### src/rtl/axi_lite_mem_slave_pkg.sv
// Shared definitions for the AXI4-Lite memory slave: response codes,
// write/read FSM state encodings and the byte-address to word-index helper.
package axi_lite_mem_slave_pkg;

  localparam logic RESP_OKAY   = 1'b0;
  localparam logic RESP_SLVERR = 1'b1;

  typedef enum logic {
    WR_IDLE,
    WR_RESP
  } wr_state_t;

  typedef enum logic {
    RD_IDLE,
    RD_DATA
  } rd_state_t;

  // Drops the byte-lane bits so unaligned addresses fold onto their word.
  function automatic logic [31:0] word_index(input logic [31:0] byte_addr,
                                             input int          data_width);
    return (data_width == 64) ? (byte_addr >> 3) : (byte_addr >> 2);
  endfunction

endpackage

### src/rtl/axi_lite_mem_slave_if.sv
// AXI4-Lite bus bundle between the upstream bus port and the memory slave.
interface axi_lite_mem_slave_if #(
  parameter int DATA_WIDTH = 32,
  parameter int ADDR_WIDTH = 8
);

  logic [ADDR_WIDTH-1:0]   s_axi_awaddr;
  logic                    s_axi_awvalid;
  logic                    s_axi_awready;
  logic [DATA_WIDTH-1:0]   s_axi_wdata;
  logic [DATA_WIDTH/8-1:0] s_axi_wstrb;
  logic                    s_axi_wvalid;
  logic                    s_axi_wready;
  logic                    s_axi_bresp;
  logic                    s_axi_bvalid;
  logic                    s_axi_bready;
  logic [ADDR_WIDTH-1:0]   s_axi_araddr;
  logic                    s_axi_arvalid;
  logic                    s_axi_arready;
  logic [DATA_WIDTH-1:0]   s_axi_rdata;
  logic                    s_axi_rresp;
  logic                    s_axi_rvalid;
  logic                    s_axi_rready;

  modport master (
    output s_axi_awaddr, s_axi_awvalid, s_axi_wdata, s_axi_wstrb, s_axi_wvalid,
           s_axi_bready, s_axi_araddr, s_axi_arvalid, s_axi_rready,
    input  s_axi_awready, s_axi_wready, s_axi_bresp, s_axi_bvalid,
           s_axi_arready, s_axi_rdata, s_axi_rresp, s_axi_rvalid
  );

  modport slave (
    input  s_axi_awaddr, s_axi_awvalid, s_axi_wdata, s_axi_wstrb, s_axi_wvalid,
           s_axi_bready, s_axi_araddr, s_axi_arvalid, s_axi_rready,
    output s_axi_awready, s_axi_wready, s_axi_bresp, s_axi_bvalid,
           s_axi_arready, s_axi_rdata, s_axi_rresp, s_axi_rvalid
  );

endinterface

### src/rtl/axi_lite_mem_array.sv
// Word storage with per-byte write enables, a registered read port and an
// asynchronous clear of every word.
module axi_lite_mem_array #(
  parameter int DATA_WIDTH = 32,
  parameter int MEM_DEPTH  = 16,
  parameter int IDX_W      = 4
) (
  input  logic                    clk,
  input  logic                    rst_n,
  input  logic                    wr_en,
  input  logic [IDX_W-1:0]        wr_idx,
  input  logic [DATA_WIDTH/8-1:0] wr_strb,
  input  logic [DATA_WIDTH-1:0]   wr_data,
  input  logic                    rd_en,
  input  logic                    rd_in_range,
  input  logic [IDX_W-1:0]        rd_idx,
  output logic [DATA_WIDTH-1:0]   rd_data
);

  logic [DATA_WIDTH-1:0] mem [MEM_DEPTH];

  // Byte-lane write into the addressed word; reset wipes the whole array.
  always_ff @(posedge clk or negedge rst_n) begin
    if (!rst_n) begin
      for (int i = 0; i < MEM_DEPTH; i++) mem[i] <= '0;
    end else if (wr_en) begin
      for (int b = 0; b < DATA_WIDTH/8; b++) begin
        if (wr_strb[b]) mem[wr_idx][8*b +: 8] <= wr_data[8*b +: 8];
      end
    end
  end

  // Registered read; a write on the same edge is not yet visible here.
  always_ff @(posedge clk or negedge rst_n) begin
    if (!rst_n) begin
      rd_data <= '0;
    end else if (rd_en) begin
      rd_data <= rd_in_range ? mem[rd_idx] : '0;
    end
  end

endmodule

### src/rtl/axi_lite_mem_slave.sv
// AXI4-Lite slave backed by a word-addressed memory. Independent write and
// read FSMs; out-of-range accesses answer SLVERR without touching storage.
module axi_lite_mem_slave
  import axi_lite_mem_slave_pkg::*;
#(
  parameter int DATA_WIDTH = 32,
  parameter int ADDR_WIDTH = 8,
  parameter int MEM_DEPTH  = 16
) (
  input logic                 s_axi_aclk,
  input logic                 s_axi_aresetn,
  axi_lite_mem_slave_if.slave bus
);

  localparam int STRB_WIDTH = DATA_WIDTH / 8;
  localparam int IDX_W      = (MEM_DEPTH > 1) ? $clog2(MEM_DEPTH) : 1;

  wr_state_t wr_state, wr_state_n;
  rd_state_t rd_state, rd_state_n;

  logic awready_q, awready_n, wready_q, wready_n;
  logic aw_held, aw_held_n, w_held, w_held_n;
  logic bresp_q, bresp_n;
  logic arready_q, arready_n, rresp_q, rresp_n;

  logic [ADDR_WIDTH-1:0] awaddr_q;
  logic [DATA_WIDTH-1:0] wdata_q;
  logic [STRB_WIDTH-1:0] wstrb_q;

  logic                  aw_hs, w_hs, ar_hs, wr_commit;
  logic                  wr_in_range, rd_in_range;
  logic [ADDR_WIDTH-1:0] wr_addr;
  logic [DATA_WIDTH-1:0] wr_data;
  logic [STRB_WIDTH-1:0] wr_strb;
  logic [31:0]           wr_idx, rd_idx;

  // Handshakes, payload selection (live or latched) and address decode.
  always_comb begin
    aw_hs       = bus.s_axi_awvalid & awready_q;
    w_hs        = bus.s_axi_wvalid & wready_q;
    ar_hs       = bus.s_axi_arvalid & arready_q;
    wr_addr     = aw_hs ? bus.s_axi_awaddr : awaddr_q;
    wr_data     = w_hs ? bus.s_axi_wdata : wdata_q;
    wr_strb     = w_hs ? bus.s_axi_wstrb : wstrb_q;
    wr_idx      = word_index(32'(wr_addr), DATA_WIDTH);
    rd_idx      = word_index(32'(bus.s_axi_araddr), DATA_WIDTH);
    wr_in_range = wr_idx < 32'(MEM_DEPTH);
    rd_in_range = rd_idx < 32'(MEM_DEPTH);
    wr_commit   = (wr_state == WR_IDLE) & (aw_hs | aw_held) & (w_hs | w_held);
  end

  // Write FSM: collect AW and W in any order, commit, then hold B until taken.
  always_comb begin
    wr_state_n = wr_state;
    awready_n  = awready_q;
    wready_n   = wready_q;
    aw_held_n  = aw_held;
    w_held_n   = w_held;
    bresp_n    = bresp_q;
    case (wr_state)
      WR_IDLE: begin
        if (wr_commit) begin
          wr_state_n = WR_RESP;
          awready_n  = 1'b0;
          wready_n   = 1'b0;
          aw_held_n  = 1'b0;
          w_held_n   = 1'b0;
          bresp_n    = wr_in_range ? RESP_OKAY : RESP_SLVERR;
        end else begin
          aw_held_n = aw_held | aw_hs;
          w_held_n  = w_held | w_hs;
          awready_n = ~(aw_held | aw_hs);
          wready_n  = ~(w_held | w_hs);
        end
      end
      WR_RESP: begin
        if (bus.s_axi_bready) begin
          wr_state_n = WR_IDLE;
          awready_n  = 1'b1;
          wready_n   = 1'b1;
        end
      end
    endcase
  end

  // Write FSM state, readies, pending flags and latched payload.
  always_ff @(posedge s_axi_aclk or negedge s_axi_aresetn) begin
    if (!s_axi_aresetn) begin
      wr_state  <= WR_IDLE;
      awready_q <= 1'b0;
      wready_q  <= 1'b0;
      aw_held   <= 1'b0;
      w_held    <= 1'b0;
      bresp_q   <= RESP_OKAY;
      awaddr_q  <= '0;
      wdata_q   <= '0;
      wstrb_q   <= '0;
    end else begin
      wr_state  <= wr_state_n;
      awready_q <= awready_n;
      wready_q  <= wready_n;
      aw_held   <= aw_held_n;
      w_held    <= w_held_n;
      bresp_q   <= bresp_n;
      if (aw_hs) awaddr_q <= bus.s_axi_awaddr;
      if (w_hs) begin
        wdata_q <= bus.s_axi_wdata;
        wstrb_q <= bus.s_axi_wstrb;
      end
    end
  end

  // Read FSM: accept AR in idle, present registered data until taken.
  always_comb begin
    rd_state_n = rd_state;
    arready_n  = arready_q;
    rresp_n    = rresp_q;
    case (rd_state)
      RD_IDLE: begin
        arready_n = 1'b1;
        if (ar_hs) begin
          rd_state_n = RD_DATA;
          arready_n  = 1'b0;
          rresp_n    = rd_in_range ? RESP_OKAY : RESP_SLVERR;
        end
      end
      RD_DATA: begin
        if (bus.s_axi_rready) begin
          rd_state_n = RD_IDLE;
          arready_n  = 1'b1;
        end
      end
    endcase
  end

  // Read FSM state, ready and response registers.
  always_ff @(posedge s_axi_aclk or negedge s_axi_aresetn) begin
    if (!s_axi_aresetn) begin
      rd_state  <= RD_IDLE;
      arready_q <= 1'b0;
      rresp_q   <= RESP_OKAY;
    end else begin
      rd_state  <= rd_state_n;
      arready_q <= arready_n;
      rresp_q   <= rresp_n;
    end
  end

  axi_lite_mem_array #(
    .DATA_WIDTH(DATA_WIDTH),
    .MEM_DEPTH (MEM_DEPTH),
    .IDX_W     (IDX_W)
  ) u_mem (
    .clk        (s_axi_aclk),
    .rst_n      (s_axi_aresetn),
    .wr_en      (wr_commit & wr_in_range),
    .wr_idx     (wr_idx[IDX_W-1:0]),
    .wr_strb    (wr_strb),
    .wr_data    (wr_data),
    .rd_en      (ar_hs),
    .rd_in_range(rd_in_range),
    .rd_idx     (rd_idx[IDX_W-1:0]),
    .rd_data    (bus.s_axi_rdata)
  );

  assign bus.s_axi_awready = awready_q;
  assign bus.s_axi_wready  = wready_q;
  assign bus.s_axi_bvalid  = (wr_state == WR_RESP);
  assign bus.s_axi_bresp   = bresp_q;
  assign bus.s_axi_arready = arready_q;
  assign bus.s_axi_rvalid  = (rd_state == RD_DATA);
  assign bus.s_axi_rresp   = rresp_q;

endmodule

### src/flat_wrapper.sv
// flat-port wrapper written by rule: the top's interface ports become plain ports
module axi_lite_mem_slave_flat import axi_lite_mem_slave_pkg::*;
#(
  parameter int DATA_WIDTH = 32,
  parameter int ADDR_WIDTH = 8,
  parameter int MEM_DEPTH  = 16
)
  (s_axi_aclk, s_axi_aresetn, bus_s_axi_awaddr, bus_s_axi_awvalid, bus_s_axi_wdata, bus_s_axi_wstrb, bus_s_axi_wvalid, bus_s_axi_bready, bus_s_axi_araddr, bus_s_axi_arvalid, bus_s_axi_rready, bus_s_axi_awready, bus_s_axi_wready, bus_s_axi_bresp, bus_s_axi_bvalid, bus_s_axi_arready, bus_s_axi_rdata, bus_s_axi_rresp, bus_s_axi_rvalid);
  axi_lite_mem_slave_if #(.DATA_WIDTH(DATA_WIDTH), .ADDR_WIDTH(ADDR_WIDTH)) bus_i ();
  input logic s_axi_aclk;
  input logic s_axi_aresetn;
  input wire logic [$bits(bus_i.s_axi_awaddr)-1:0] bus_s_axi_awaddr;
  input wire logic [$bits(bus_i.s_axi_awvalid)-1:0] bus_s_axi_awvalid;
  input wire logic [$bits(bus_i.s_axi_wdata)-1:0] bus_s_axi_wdata;
  input wire logic [$bits(bus_i.s_axi_wstrb)-1:0] bus_s_axi_wstrb;
  input wire logic [$bits(bus_i.s_axi_wvalid)-1:0] bus_s_axi_wvalid;
  input wire logic [$bits(bus_i.s_axi_bready)-1:0] bus_s_axi_bready;
  input wire logic [$bits(bus_i.s_axi_araddr)-1:0] bus_s_axi_araddr;
  input wire logic [$bits(bus_i.s_axi_arvalid)-1:0] bus_s_axi_arvalid;
  input wire logic [$bits(bus_i.s_axi_rready)-1:0] bus_s_axi_rready;
  output wire logic [$bits(bus_i.s_axi_awready)-1:0] bus_s_axi_awready;
  output wire logic [$bits(bus_i.s_axi_wready)-1:0] bus_s_axi_wready;
  output wire logic [$bits(bus_i.s_axi_bresp)-1:0] bus_s_axi_bresp;
  output wire logic [$bits(bus_i.s_axi_bvalid)-1:0] bus_s_axi_bvalid;
  output wire logic [$bits(bus_i.s_axi_arready)-1:0] bus_s_axi_arready;
  output wire logic [$bits(bus_i.s_axi_rdata)-1:0] bus_s_axi_rdata;
  output wire logic [$bits(bus_i.s_axi_rresp)-1:0] bus_s_axi_rresp;
  output wire logic [$bits(bus_i.s_axi_rvalid)-1:0] bus_s_axi_rvalid;
  assign bus_i.s_axi_awaddr = bus_s_axi_awaddr;
  assign bus_i.s_axi_awvalid = bus_s_axi_awvalid;
  assign bus_i.s_axi_wdata = bus_s_axi_wdata;
  assign bus_i.s_axi_wstrb = bus_s_axi_wstrb;
  assign bus_i.s_axi_wvalid = bus_s_axi_wvalid;
  assign bus_i.s_axi_bready = bus_s_axi_bready;
  assign bus_i.s_axi_araddr = bus_s_axi_araddr;
  assign bus_i.s_axi_arvalid = bus_s_axi_arvalid;
  assign bus_i.s_axi_rready = bus_s_axi_rready;
  assign bus_s_axi_awready = bus_i.s_axi_awready;
  assign bus_s_axi_wready = bus_i.s_axi_wready;
  assign bus_s_axi_bresp = bus_i.s_axi_bresp;
  assign bus_s_axi_bvalid = bus_i.s_axi_bvalid;
  assign bus_s_axi_arready = bus_i.s_axi_arready;
  assign bus_s_axi_rdata = bus_i.s_axi_rdata;
  assign bus_s_axi_rresp = bus_i.s_axi_rresp;
  assign bus_s_axi_rvalid = bus_i.s_axi_rvalid;
  axi_lite_mem_slave #(.DATA_WIDTH(DATA_WIDTH), .ADDR_WIDTH(ADDR_WIDTH), .MEM_DEPTH(MEM_DEPTH)) u_core (.s_axi_aclk(s_axi_aclk), .s_axi_aresetn(s_axi_aresetn), .bus(bus_i));
endmodule
### config.mk
export PLATFORM = sky130hd
export DESIGN_NAME = axi_lite_mem_slave_flat
export DESIGN_NICKNAME = d
export VERILOG_FILES = /design/src/rtl/axi_lite_mem_slave_pkg.sv /design/src/rtl/axi_lite_mem_slave_if.sv /design/src/rtl/axi_lite_mem_array.sv /design/src/rtl/axi_lite_mem_slave.sv /design/src/flat_wrapper.sv
export SDC_FILE = /design/constraint.sdc
export NUM_CORES = 1
export LEC_CHECK = 0
export ABC_AREA = 0
export CORE_ASPECT_RATIO = 0.7
export CORE_UTILIZATION = 61
export DETAILED_ROUTE_END_ITERATION = 6
export HOLD_SLACK_MARGIN = 0.03
export PLACE_DENSITY = 0.91
export REMOVE_ABC_BUFFERS = 1
export SYNTH_ARGS = -nofsm -noshare
export SYNTH_HDL_FRONTEND = slang
export SYNTH_HIERARCHICAL = 1
export SYNTH_SLANG_ARGS = --single-unit
### constraint.sdc
create_clock -name s_axi_aclk -period 3.34 [get_ports s_axi_aclk]
set_input_delay 0.668 -clock s_axi_aclk [delete_from_list [all_inputs] [get_ports s_axi_aclk]]
set_output_delay 0.668 -clock s_axi_aclk [all_outputs]
set_load 0.1 [all_outputs]
==> impl_table.tex <==
\begin{tabular}{lr}
\hline
Metric & Value \\
\hline
\multicolumn{2}{l}{\textbf{Placed design}} \\
\quad Setup slack at placement & -0.0508 ns \\
\quad Number of placed instances, taps included & 2,603 \\
\quad Post-DP HPWL & 39,200 microns \\
\quad Global placer's final weighted congestion & 0.836 \\
\quad Total cell area at the placement stage & 29,000 sq um \\
\quad Count of input and output buffers & 93 \\
\multicolumn{2}{l}{\textbf{Floorplan}} \\
\quad Overall die height & 177 microns \\
\quad Core ar. & 42,600 sq um \\
\quad Num ports & 98 \\
\quad Initial core utilization & 62.4\% \\
\quad Die Area & 44,500 sq um \\
\quad Std-Cell Rows & 63 \\
\quad Width of the chip & 252 microns \\
\multicolumn{2}{l}{\textbf{Synth}} \\
\quad Main area contributors after synthesis & dfrtp\_1 (56\%), mux2\_2 (21\%), mux2i\_1 (9.7\%), a22oi\_1 (2.7\%), mux2\_4 (1.6\%) \\
\quad Top cell types by occurrence after synthesis & dfrtp\_1 (595), mux2\_2 (502), mux2i\_1 (257) \\
\quad Dominant cell type by area after synthesis & dfrtp\_1 \\
\quad Sequential cell area fraction in the yosys report & 56.0\% \\
\quad Flops \& latches, synth & 595 \\
\quad Share of async-settable or async-resettable flops after synthesis & 100\% \\
\quad Portion of synthesized cell area occupied by the leading cell type & 56.0\% \\
\quad Syn Inst Count & 1,931 \\
\quad Number of synthesized flops with an enable pin & 0 \\
\quad Syn Std Cell Area & 26,600 sq um \\
\quad Yosys synthesis warning count & 6 \\
\quad Distinct cells, synth & 31 \\
\quad Synthesized area per cell & 13.8 sq um \\
\quad Most numerous cell in the Yosys netlist & dfrtp\_1 \\
\quad Post-synth top flop & dfrtp\_1 \\
\multicolumn{2}{l}{\textbf{Setup path}} \\
\quad Crit path from & bus\_s\_axi\_awvalid \\
\quad CP Capture Type & flip-flop \\
\quad Startpoint of the most critical register-to-register path & u\_core/bus.s\_axi\_awready \\
\quad Required time worst endpoint & 3.81 ns \\
\quad Worst path arrival time & 3.41 ns \\
\quad Critical path type & in2reg \\
\quad Crit path max fanout & 11 \\
\quad Kind of start point of the critical path & input port \\
\multicolumn{2}{l}{\textbf{Clock network}} \\
\quad Cells resized by post-CTS repair & 0 \\
\quad CTS HTree Levels & 2 \\
\quad CTS Buf Count & 52 \\
\quad Clock latency reported for the late side of the worst-skew pair & 0.60 ns \\
\quad Number of buffers on the longest clock path & 3 \\
\quad Sink Count & 595 \\
\quad Count of hold buffers inserted by post-cts repair & 0 \\
\quad Total setup buffers inserted after CTS & 0 \\
\quad Clock slew seen by the registers of the worst setup and hold paths & 0.07 ns \\
\quad Clock root cell & clkbuf\_16 \\
\quad CTS tree & yes \\
\multicolumn{2}{l}{\textbf{Layout}} \\
\quad Sequential cell area & 14,900 sq um \\
\quad Share of final-layout standard cells stronger than drive strength 1 & 37.5\% \\
\quad Synthesis-to-layout area growth & 16.0\% \\
\quad Finished layout cell area & 30,900 sq um \\
\quad Util after Layout & 72.3\% \\
\quad \# diodes & 0 \\
\quad Number of standard cells in the final layout excluding fillers & 2,699 \\
\quad Number of filler instances in the final layout & 2,636 \\
\quad Area of combinational cells with multiple inputs & 11,100 sq um \\
\quad Final nets & 2,131 \\
\multicolumn{2}{l}{\textbf{STA}} \\
\quad Final hold vios & 0 \\
\quad Share of the cycle needed by the critical path after routing & 87.9\% \\
\quad Total negative slack & 0 ns \\
\quad Minimum clock period after layout & 2.94 ns \\
\quad Hold slack final & 0.0451 ns \\
\quad Worst Skew & 0.0255 ns \\
\quad Worst slew margin & 53.8\% \\
\quad RSZ-0062 raised after global routing & false \\
\quad Final number of setup-violating endpoints & 0 \\
\quad Transition time at the pin with the least slew margin & 0.691 ns \\
\quad Worst-case setup margin in the final layout & 0.404 ns \\
\quad Max-slew violation total from the final report & 0 \\
\quad Max Freq & 0.341 GHz \\
\multicolumn{2}{l}{\textbf{Worst hold path}} \\
\quad Worst min-delay path class & in2async \\
\multicolumn{2}{l}{\textbf{Route}} \\
\quad Number of nets with antenna violations after routing & 0 \\
\quad Routed WL per cell & 24.4 microns \\
\quad Drt total wl & 65,800 microns \\
\quad Vias/cell & 6.27 \\
\quad Number of design rule violations left after detail routing & 0 \\
\quad Total vias in the final route & 16,900 \\
\quad Number of iterations in the first detailed-routing pass & 5 \\
\quad First-iteration detailed-routing DRC count & 1,448 \\
\multicolumn{2}{l}{\textbf{Run}} \\
\quad Count of maximum capacitance violations & 0 \\
\multicolumn{2}{l}{\textbf{Power and ir drop}} \\
\quad Tot Pwr & 23.0 mW \\
\quad Leakage power total & 15.5 nW \\
\quad Maximum vdd ir drop & 0.000546 V \\
\quad Power density of the placed cells & 747 nW/um\^{}2 \\
\multicolumn{2}{l}{\textbf{Global routing}} \\
\quad Antenna violations before repair & 0 \\
\quad Largest net degree at the start of global routing & 99 \\
\quad Total routing resource utilization after global routing & 30.3\% \\
\quad Overflow left after global routing & 0 \\
\quad First-pass GRT wire length & 103,000 microns \\
\quad Number of global-route vias before repair & 18,100 \\
\multicolumn{2}{l}{\textbf{Outcome}} \\
\quad Status & finished clean \\
\hline
\end{tabular}
==> worst max-delay path: stages <==
cell and delay [ns]:
clkdlybuf4s50_1 0.51, a21oi_1 0.14, nor3_2 0.43, nor2b_1 0.24, buf_4 0.19, and2_1 0.33, nand2_1 0.43, mux2_1 0.46
==> final cells by class <==
| class | instances | share of cell area [%] |
|---|---|---|
| well taps | 585 | 2.37 |
| inverters | 32 | 0.389 |
| clock inverters | 23 | 0.989 |
| clock buffers | 73 | 5.00 |
| repair buffers | 199 | 6.89 |
| flip-flops and latches | 595 | 48.3 |
| multi-input cells | 1192 | 36.1 |
==> per-layer routing <==
layer	part of all wire (%)	track usage, %	routed length [microns]
met1	43	42.1	28100
met2	48	49.0	31700
met3	6.1	4.60	4040
met4	2.9	10.8	1920
met5	0	0	0
==> sequential cells by signal, summed over array words and instances (netlist names), 4 cells and up <==
| register | count |
|---|---|
| u_core/awaddr_q | 6 |
| u_core/wstrb_q | 4 |
| u_core/u_mem/mem | 512 |
| u_core/u_mem/rd_data | 32 |
| u_core/wdata_q | 32 |
==> final timing paths <==
| path | end | slack [ns] | cells past startpoint |
|---|---|---|---|
| worst min register to register | u_core/u_mem/mem[49] | 0.50 | 1 |
| max in group asynchronous | u_core/u_mem/mem[113] | 2.30 | 3 |
| worst min-delay path | u_core/u_mem/mem[349] | 0.05 | 1 |
| worst max-delay path | u_core/u_mem/mem[467] | 0.40 | 8 |
| worst max register to register | u_core/u_mem/mem[494] | 0.55 | 6 |
| min in group s_axi_aclk | u_core/u_mem/mem[49] | 0.50 | 1 |
==> power breakdown <==
part	total, mW	switching, mW	leakage, nW	internal, mW
sequential	10.5	1.13	8.12	9.37
clock	6.46	2.70	0.900	3.76
combinational	6.07	3.41	6.43	2.66
total	23.0	7.25	15.5	15.8
==> kinds of logic after synthesis <==
family	share of synthesized area, %
AO/OA/AOI/OAI	4.58
buffers and inverters	2.23
flip-flops	56.0
multiplexers	33.6
AND/OR/NAND/NOR	3.62
==> layout by cell type (no fill, tap or decap), types with 2 or more instances in the layout <==
master,instances
or2_1,4
mux2_1,24
clkbuf_8,14
and2_1,4
buf_4,106
clkdlybuf4s50_1,52
clkinv_2,10
a22oi_1,96
nand3_1,33
mux2_2,502
clkinvlp_4,6
dfrtp_1,595
buf_8,2
buf_12,39
nand2b_1,7
mux2_4,29
clkbuf_16,53
a21oi_1,34
nor3_1,6
nand2_1,116
bufinv_16,7
clkbuf_1,6
nor2_1,13
nand3b_1,2
nor2_2,16
mux2i_1,257
o22a_1,4
inv_1,32
and2_2,2
o221ai_1,32
nor2b_4,2
No activity file was read; power rests on OpenSTA's default activity.
